===== src/rtl/pipeline_stage_buffer_pkg.sv =====
// Shared state encoding and default widths for the generic inter-stage pipeline register.
package pipeline_stage_buffer_pkg;

    typedef enum logic [1:0] {
        PSB_EMPTY   = 2'd0,
        PSB_FULL    = 2'd1,
        PSB_SKIDDED = 2'd2
    } psb_state_e;

    localparam int PSB_DATA_W = 32;
    localparam int PSB_CTRL_W = 8;
    localparam int PSB_CNT_W  = 16;

endpackage


===== src/rtl/pipeline_stage_buffer_sat_counter.sv =====
// Event counter that sticks at all-ones instead of wrapping; cleared only by reset.
module pipeline_stage_buffer_sat_counter
    import pipeline_stage_buffer_pkg::*;
#(
    parameter int WIDTH = PSB_CNT_W
) (
    input  logic             clk,
    input  logic             rst,
    input  logic             inc,
    output logic [WIDTH-1:0] cnt
);

    logic [WIDTH-1:0] cnt_q;
    logic [WIDTH-1:0] cnt_d;

    always_comb begin
        cnt_d = cnt_q;
        if (inc && (cnt_q != {WIDTH{1'b1}})) begin
            cnt_d = cnt_q + WIDTH'(1);
        end
    end

    always_ff @(posedge clk or negedge rst) begin
        if (!rst) begin
            cnt_q <= '0;
        end else begin
            cnt_q <= cnt_d;
        end
    end

    assign cnt = cnt_q;

endmodule


===== src/rtl/pipeline_stage_buffer.sv =====
// Generic valid/ready pipeline register with flush-to-bubble, optional 2-entry skid
// buffer and saturating stall/flush counters.
module pipeline_stage_buffer
    import pipeline_stage_buffer_pkg::*;
#(
    parameter int DATA_W = PSB_DATA_W,
    parameter int CTRL_W = PSB_CTRL_W,
    parameter int SKID   = 1,
    parameter int CNT_W  = PSB_CNT_W
) (
    input  logic              clk,
    input  logic              rst,
    input  logic              in_valid,
    output logic              in_ready,
    input  logic [CTRL_W-1:0] in_ctrl,
    input  logic [DATA_W-1:0] in_data,
    input  logic              flush,
    output logic              out_valid,
    input  logic              out_ready,
    output logic [CTRL_W-1:0] out_ctrl,
    output logic [DATA_W-1:0] out_data,
    output logic [CNT_W-1:0]  stall_cnt,
    output logic [CNT_W-1:0]  flush_cnt
);

    if (SKID == 0) begin : g_single
        logic              valid_q, valid_d;
        logic [CTRL_W-1:0] ctrl_q, ctrl_d;
        logic [DATA_W-1:0] data_q, data_d;
        logic              in_xfer;
        logic              out_xfer;

        // Payload is deliberately left alone when the slot empties; only control is scrubbed.
        always_comb begin
            valid_d  = valid_q;
            ctrl_d   = ctrl_q;
            data_d   = data_q;
            in_xfer  = in_valid & in_ready;
            out_xfer = valid_q & out_ready;
            if (flush) begin
                valid_d = 1'b0;
                ctrl_d  = '0;
            end else if (in_xfer) begin
                valid_d = 1'b1;
                ctrl_d  = in_ctrl;
                data_d  = in_data;
            end else if (out_xfer) begin
                valid_d = 1'b0;
                ctrl_d  = '0;
            end
        end

        always_ff @(posedge clk or negedge rst) begin
            if (!rst) begin
                valid_q <= 1'b0;
                ctrl_q  <= '0;
                data_q  <= '0;
            end else begin
                valid_q <= valid_d;
                ctrl_q  <= ctrl_d;
                data_q  <= data_d;
            end
        end

        assign in_ready  = out_ready | ~valid_q;
        assign out_valid = valid_q;
        assign out_ctrl  = ctrl_q;
        assign out_data  = data_q;
    end else begin : g_skid
        psb_state_e        state_q, state_d;
        logic [CTRL_W-1:0] main_ctrl_q, main_ctrl_d;
        logic [DATA_W-1:0] main_data_q, main_data_d;
        logic [CTRL_W-1:0] skid_ctrl_q, skid_ctrl_d;
        logic [DATA_W-1:0] skid_data_q, skid_data_d;
        logic              in_ready_q, in_ready_d;
        logic              in_xfer;
        logic              out_xfer;

        // The skid slot only ever holds the younger entry, so draining it into main keeps order.
        always_comb begin
            state_d     = state_q;
            main_ctrl_d = main_ctrl_q;
            main_data_d = main_data_q;
            skid_ctrl_d = skid_ctrl_q;
            skid_data_d = skid_data_q;
            in_xfer     = in_valid & in_ready_q;
            out_xfer    = (state_q != PSB_EMPTY) & out_ready;
            if (flush) begin
                state_d     = PSB_EMPTY;
                main_ctrl_d = '0;
                skid_ctrl_d = '0;
            end else begin
                case (state_q)
                    PSB_EMPTY: begin
                        if (in_xfer) begin
                            state_d     = PSB_FULL;
                            main_ctrl_d = in_ctrl;
                            main_data_d = in_data;
                        end
                    end
                    PSB_FULL: begin
                        if (in_xfer && out_xfer) begin
                            main_ctrl_d = in_ctrl;
                            main_data_d = in_data;
                        end else if (out_xfer) begin
                            state_d     = PSB_EMPTY;
                            main_ctrl_d = '0;
                        end else if (in_xfer) begin
                            state_d     = PSB_SKIDDED;
                            skid_ctrl_d = in_ctrl;
                            skid_data_d = in_data;
                        end
                    end
                    PSB_SKIDDED: begin
                        if (out_xfer) begin
                            state_d     = PSB_FULL;
                            main_ctrl_d = skid_ctrl_q;
                            main_data_d = skid_data_q;
                            skid_ctrl_d = '0;
                        end
                    end
                    default: begin
                        state_d     = PSB_EMPTY;
                        main_ctrl_d = '0;
                    end
                endcase
            end
            in_ready_d = (state_d != PSB_SKIDDED);
        end

        always_ff @(posedge clk or negedge rst) begin
            if (!rst) begin
                state_q     <= PSB_EMPTY;
                main_ctrl_q <= '0;
                main_data_q <= '0;
                skid_ctrl_q <= '0;
                skid_data_q <= '0;
                in_ready_q  <= 1'b1;
            end else begin
                state_q     <= state_d;
                main_ctrl_q <= main_ctrl_d;
                main_data_q <= main_data_d;
                skid_ctrl_q <= skid_ctrl_d;
                skid_data_q <= skid_data_d;
                in_ready_q  <= in_ready_d;
            end
        end

        assign in_ready  = in_ready_q;
        assign out_valid = (state_q != PSB_EMPTY);
        assign out_ctrl  = main_ctrl_q;
        assign out_data  = main_data_q;
    end

    logic stall_inc;
    logic flush_inc;

    assign stall_inc = out_valid & ~out_ready;
    assign flush_inc = flush & out_valid;

    pipeline_stage_buffer_sat_counter #(.WIDTH(CNT_W)) u_stall_cnt (
        .clk (clk),
        .rst (rst),
        .inc (stall_inc),
        .cnt (stall_cnt)
    );

    pipeline_stage_buffer_sat_counter #(.WIDTH(CNT_W)) u_flush_cnt (
        .clk (clk),
        .rst (rst),
        .inc (flush_inc),
        .cnt (flush_cnt)
    );

endmodule


===== config.mk =====
export PLATFORM = sky130hd
export DESIGN_NAME = pipeline_stage_buffer
export DESIGN_NICKNAME = d
export VERILOG_FILES = /design/src/rtl/pipeline_stage_buffer_pkg.sv /design/src/rtl/pipeline_stage_buffer_sat_counter.sv /design/src/rtl/pipeline_stage_buffer.sv
export SDC_FILE = /design/constraint.sdc
export NUM_CORES = 1
export LEC_CHECK = 0
export ABC_AREA = 1
export CAP_MARGIN = 20
export CORE_ASPECT_RATIO = 1.4
export CORE_UTILIZATION = 55
export CTS_BUF_LIST = sky130_fd_sc_hd__clkbuf_16
export CTS_CLUSTER_DIAMETER = 80
export DETAILED_ROUTE_END_ITERATION = 8
export PLACE_DENSITY = 0.85
export SETUP_SLACK_MARGIN = 0.5
export SLEW_MARGIN = 15
export SYNTH_ARGS = -nofsm -noshare
export SYNTH_HDL_FRONTEND = slang
export SYNTH_SLANG_ARGS = --single-unit

===== constraint.sdc =====
create_clock -name clk -period 2.6 [get_ports clk]
set_input_delay 0.39 -clock clk [delete_from_list [all_inputs] [get_ports clk]]
set_output_delay 0.39 -clock clk [all_outputs]
set_load 0.1 [all_outputs]

### After elaboration in Yosys (flattened, before gate mapping)

Index checks and enable logic that the tools add are counted.

* input port bits: 45
* output and inout bits: 74
* flip-flop bits (word level): 115

* add/subtract/negate cells: 2
* bitwise logic cells: 8
* equality and inequality tests: 14
* mux-type cells: 21
* reduce and logical (&&, ||, !) cells: 11

Operators by type and width (count)
* $mux 32: 3
* $pmux 32 s3: 1
* $mux 8: 8
* $add 16x1->16 const B: 2
* $ne 16x16->1 const B: 2
* $pmux 8 s3: 1
* $pmux 8 s2: 1
* $ne 3x3->1 const B: 5
* $reduce_and 5->1: 3
* $mux 2: 6
* $ne 2x2->1 const B: 4
* $pmux 2 s3: 1
* $reduce_bool 3->1: 2
* $and 1x1->1: 4
* $ne 4x4->1 const B: 1
* $not 1->1: 4
* $logic_and 1x1->1: 3
* $reduce_and 3->1: 1
* $eq 2x1->1 const B: 1
* $eq 2x2->1 const B: 1
* $logic_not 2->1: 1
* $reduce_bool 2->1: 1

### Longest topological paths before layout

* depth after elaboration: 7
* gate-level depth with buffers: 10

### Cells and area by module

A second synthesis with hierarchy kept.

* cell total of the unflattened synthesis: 757
* area, all modules: 5846.9 um2

By module, submodules not included
* pipeline_stage_buffer: area each 3729.8 um2, cells each 459, times used 1
* pipeline_stage_buffer_sat_counter: area each 1058.5 um2, cells each 149, times used 2

### Worst setup path after synthesis

OpenSTA, ideal clock, no wires.

* path kind: register -> register
* start: register u_flush_cnt.cnt_q[1] (netlist: u_flush_cnt.cnt[1])
* end: register u_flush_cnt.cnt_q[0] (netlist: u_flush_cnt.cnt[0])
* data required time: 2.480 ns
* arrival: 2.166 ns
* clock period less this slack: 2.286 ns
* library setup time: 0.120 ns
* cell stages (with the launch flop): 10
* slack: 0.314 ns
* buffers on the path: 1
* cell sequence: dfrtp_1 -> ha_1 -> nand3_2 -> clkinv_2 -> nand2_2 -> o21ai_4 -> inv_2 -> buf_6 -> nand2_1 -> nand2_1

* longest elaborated chain between the ends: 2

Ends and longest elaborated chain
* start, declared: line pipeline_stage_buffer_sat_counter.sv:13 `logic [WIDTH-1:0] cnt_q;`
* start signal, assigned: line pipeline_stage_buffer_sat_counter.sv:27 `cnt_q <= cnt_d;`
* $ne 16x16->1: line pipeline_stage_buffer_sat_counter.sv:18 `if (inc && (cnt_q != {WIDTH{1'b1}})) begin`
* $logic_and 1x1->1: line pipeline_stage_buffer_sat_counter.sv:18

Every way passes these cells.
A chain may end at the register's enable or synchronous reset.

### Worst setup path in the final report

* start: register g_skid.state_q[1]
* end: output port out_valid

* longest elaborated chain between the ends: 1

Ends and longest elaborated chain
* start, declared: line pipeline_stage_buffer.sv:70 `psb_state_e state_q, state_d;`
* start signal, assigned: line pipeline_stage_buffer.sv:140 `state_q <= state_d;`
* $reduce_bool 2->1: line pipeline_stage_buffer.sv:150 `assign out_valid = (state_q != PSB_EMPTY);`
* end, declared: line pipeline_stage_buffer.sv:18 `output logic out_valid,`

Every way passes these cells.

==> flow_summary.json <==
{
  "dieWidth_um": 87.7,
  "end_kind": "output pin",
  "yosysTopAreaCell": "dfrtp_1",
  "fin_ws_ps": 675,
  "ys.warnings.count": 0,
  "drc": 0,
  "n_fill_cell": 751,
  "ant_nets": 0,
  "hold_path_class": "flop to flop",
  "yosysSeqAreaShare_pct": 50.9,
  "postCtsSetupBuffers": 0,
  "synth_seq_cells": 115,
  "rsz0062_at_grt": "false",
  "dp_slack_ps": 578,
  "leakage_nw": 3.83,
  "grt_pass1_wl_mm": 23.2,
  "routed-via-count": 5169,
  "diodes": 0,
  "grt-busiest-layer": "met2",
  "netlist_top_cells_area": "dfrtp_1 (50%), nand2_1 (19%), mux2i_1 (5.1%)",
  "finalCritPeriodShare_pct": 74.0,
  "via_per_inst": 5.37,
  "finalHoldViolations": 0,
  "path_clk_slew_ps": 50,
  "placed_cells": 929,
  "cts_buffers": 17,
  "ctsResizeCount": 0,
  "root_buffer": "clkbuf_16",
  "final_cells": 962,
  "cts_num_sinks": 115,
  "seq_area_um2": 2880,
  "placed_area_um2": 6770,
  "status": "completed",
  "syn-cell-area_um2": 5650,
  "hpwl_mm": 9.70,
  "rows": 43,
  "clock_latency_ps": 410,
  "p_per_area_nw_per_um2": 983,
  "gp_congestion": 0.886,
  "ir_drop_mv": 0.872,
  "use_met3_pct": 8.27,
  "nNetsFinal": 861,
  "antenna_found_initial": 0,
  "drv_slew": 0,
  "cap_viol_max_count": 0,
  "crit_type": "flop to output pin",
  "met2_usage_pct": 49.8,
  "coreArea_um2": 9950,
  "ys_types": 32,
  "multi_input_area_um2": 2500,
  "relSlewSlack_pct": 64.0,
  "setup_violations": 0,
  "period_needed_ps": 1920,
  "clk_path_buf_depth": 2,
  "initial_core_util_pct": 56.8,
  "synth_top_area_share_pct": 50.5,
  "grt_overflow": 0,
  "avgRoutedWirePerCell_um": 14.7,
  "grt_use_met1_pct": 31.7,
  "drt_first_pass_iters": 5,
  "critPathLaunchType": "flop",
  "fin_area_um2": 7350,
  "syn_inst": 692,
  "syn_nets": 739,
  "cp_max_fo": 6,
  "worstPathArrival_ps": 1530,
  "syn_area_per_cell_um2": 8.17,
  "first_global_vias": 5013,
  "die_area_um2": 10700,
  "drt_iter0_markers": 378,
  "io_pins": 119,
  "die_y_um": 122,
  "tightest_slew_ps": 538,
  "finalWirelength_mm": 14.2,
  "clock_skew_ps": 3.71,
  "layout_commonest_cell": "nand2_1",
  "cp_data_required_time_ps": 2210,
  "track_usage_pct": 28.5,
  "tritoncts": "yes",
  "tns_ps": 0,
  "drive_above_1_share_pct": 17.4,
  "grt_max_degree": 65,
  "clock.fmax_mhz": 519,
  "area_growth_syn_to_layout_pct": 30.0,
  "io_buffers": 118,
  "h-tree-depth": 4,
  "final_cell_mix": "nand2_1 (292), dfrtp_1 (110), buf_4 (82), nand3_1 (50)"
}
==> power breakdown <==
part | leakage [nW] | internal (W) | switching, W | total, W
clock | 0.289 | 0.00147 | 0.000799 | 0.00227
sequential | 1.48 | 0.00214 | 0.000284 | 0.00242
combinational | 2.06 | 0.000558 | 0.00197 | 0.00253
total | 3.83 | 0.00417 | 0.00305 | 0.00722
==> worst paths after layout <==
| path | startpoint | end | slack [ps] | depth (start not counted) |
|---|---|---|---|---|
| min in group asynchronous | rst | out_data[1]$_DFFE_PN0P_ | 500 | 2 |
| hold reg to reg | g_skid.skid_data_q[5]$_DFFE_PN0P_ | g_skid.skid_data_q[5]$_DFFE_PN0P_ | 470 | 2 |
| setup / recovery | g_skid.state_q[1]$_DFF_PN0_ | out_valid | 680 | 3 |
| setup reg to reg | u_flush_cnt.cnt[1]$_DFFE_PN0P_ | u_flush_cnt.cnt[15]$_DFFE_PN0P_ | 750 | 8 |
| hold / removal | g_skid.skid_data_q[5]$_DFFE_PN0P_ | g_skid.skid_data_q[5]$_DFFE_PN0P_ | 470 | 2 |
| max in group asynchronous | rst | in_ready$_DFF_PN1_ | 1340 | 3 |
==> timing repair <==
item | CTS | global route
hold buffers | 1 | 0
endpoints found under the setup margin | 0 | 0
endpoints found under the hold margin | 39 | 0
==> kinds of logic after synthesis <==
family	Yosys count	synth area share (%)
XOR/XNOR	15	2.32
multiplexers	29	5.13
AND/OR/NAND/NOR	403	29.7
AO/OA/AOI/OAI	70	6.62
buffers and inverters	58	4.91
flip-flops	115	50.9
adder cells (fa/ha/maj)	2	0.443
==> flip-flops by register name, indices dropped and copies added, names as in the netlist <==
register            flops
g_skid.skid_data_q     32
out_data               32
u_flush_cnt.cnt        16
u_stall_cnt.cnt        16
g_skid.skid_ctrl_q      8
out_ctrl                8
g_skid.state_q          2
in_ready                1
==> synth_stat cells (all sizes together) <==
cell    number
ha           2
xor2         7
dfrtp      114
buf         18
o22ai        1
clkbuf       7
clkinv       1
mux2i       29
dfstp        1
nand2      298
a21oi        2
nand3b       2
xnor2        8
nor2        41
inv         32
nand4       10
nand3       52
o21ai       67
==> through the flow <==
stage	power [W]	hold slack, ps	utilization [%]
2_1_floorplan	0.00433	94.4	-
4_1_cts	0.00725	470	73.8
6_report	0.00722	469	73.8
3_3_place_gp	0.00489	404	68.0
5_1_grt	0.00750	489	73.8
3_5_place_dp	0.00496	407	68.0
==> routing by layer <==
metal  wire length (um)  part of all wire, %
met1               5430                   38
met2               7480                   53
met3                813                  5.7
met4                436                  3.1
met5                  0                    0
==> cell type report <==
type | instances | area share, %
Inverter | 33 | 1.74
Clock inverter | 15 | 2.01
Tap cell | 135 | 2.30
Multi-Input combinational cell | 519 | 34.0
Clock buffer | 17 | 5.79
Sequential cell | 115 | 39.2
Timing Repair Buffer | 128 | 14.9
==> worst max-delay path, stage by stage, from the launching register on <==
cell and delay (ps):
dfrtp_1 480, nor2_2 290, inv_1 100, buf_4 250
No activity file was read; power rests on OpenSTA's default activity.
==> RTL change: new RTL, config.mk and constraints unchanged <==
Encoding of `psb_state_e`: now one-hot (3 bits for 3 states).
--- a/src/rtl/pipeline_stage_buffer_pkg.sv
+++ b/src/rtl/pipeline_stage_buffer_pkg.sv
@@ -2,8 +2,8 @@
 package pipeline_stage_buffer_pkg;
 
-    typedef enum logic [1:0] {
-        PSB_EMPTY   = 2'd0,
-        PSB_FULL    = 2'd1,
-        PSB_SKIDDED = 2'd2
+    typedef enum logic [2:0] {
+        PSB_EMPTY   = 3'b001,
+        PSB_FULL    = 3'b010,
+        PSB_SKIDDED = 3'b100
     } psb_state_e;
 
Formal check against the unedited RTL: no difference found for any inputs over 4 cycles, from zero or initial values and one cycle with rst low; so few cycles prove little.
==> RTL change against the original RTL <==
Sequential cell count increased by 1; synthesized cell count increased by 13%; final area increased by 3.7%; total power increased by 12%; non-clock buffer count decreased by 1; utilization decreased by 0.62 points; die area increased by 4.3%; sequential power increased by 2%; routed wire length increased by 2.2%; combinational power increased by 26%; setup slack got worse by 2.5 ps; area after synthesis increased by 4.3%; critical path type is now register to register; largest cell class unchanged.
==> RTL change: results (changes against the original RTL) <==
status finished clean; met3 WL 789 um (-3.0%); vias in the first global route 5355 (+6.8%); WHS 404.6 ps (-64.49 ps); area occupied by multi-input gates 2554 sq um (+2.2%); Slowest Stage Delay on Critical Path 420 ps (-60 ps); post-synthesis compound-gate area fraction 6.596% (-0.021 points); multi-input gates 568 (+9.4%); dpl cell area 6988 sq um (+3.3%); Non-CTS inverters 73 (+120%); Seq power 0.00246 W (+2%); Distinct cells, synth 31 (-3.1%); flop2flop setup slack 670 ps (-80 ps); Comb group 0.00318 W (+26%); Final clock-cell share 8.080% (+0.28 points); Pint 0.004431 W (+6.3%); # fillers 752 (+0.13%); GPL Wtd Cong 0.8719 (-1.6%); met3 global-route usage 6.561% (-1.7 points); top post-synthesis cells by area dfrtp_1 48%, nand2_1 20%, nand3_1 4.7%, inv_1 4.4%, nor2_1 4.3%; PwrDens 1059 nW/um^2 (+7.8%); fin crit period 1927 ps (+2.486 ps); worst vdd rail ir drop 822.3 uV (-5.7%); routed wl met2 7388 um (-1.2%); post-synthesis mux area share 0% (-5.1 points); HPWL Detailed 9821 um (+1.2%); DP Cell Count 1021 (+9.9%); Non-CTS buffers 127 (-0.78%)
## RTL change: final timing paths
kind / from / endpoint / cells past startpoint
max in group asynchronous: rst / out_data[30] / 3
worst min-delay path: rst / u_stall_cnt.cnt[3] / 2
worst max-delay path: u_flush_cnt.cnt[0] / u_flush_cnt.cnt[9] / 8
worst min register to register: out_data[15] / out_data[15] / 2
min in group clk: out_data[15] / out_data[15] / 2
worst max register to register: u_flush_cnt.cnt[0] / u_flush_cnt.cnt[9] / 8
## RTL change: what timing repair did
action | CTS | global route
hold endpoints to repair | 19 | 0
resized for setup | 0 | 1
endpoints found under the setup margin | 0 | 12
hold buffers | 1 | 0
## RTL change: worst register-to-register path, cell delays in order, from the launching register on
cell and delay (ps):
dfrtp_2 420, ha_1 240, nand3_1 200, nor2_1 260
nand3_1 160, nand2_4 210, inv_2 160, nand2_1 100
nand2_1 70
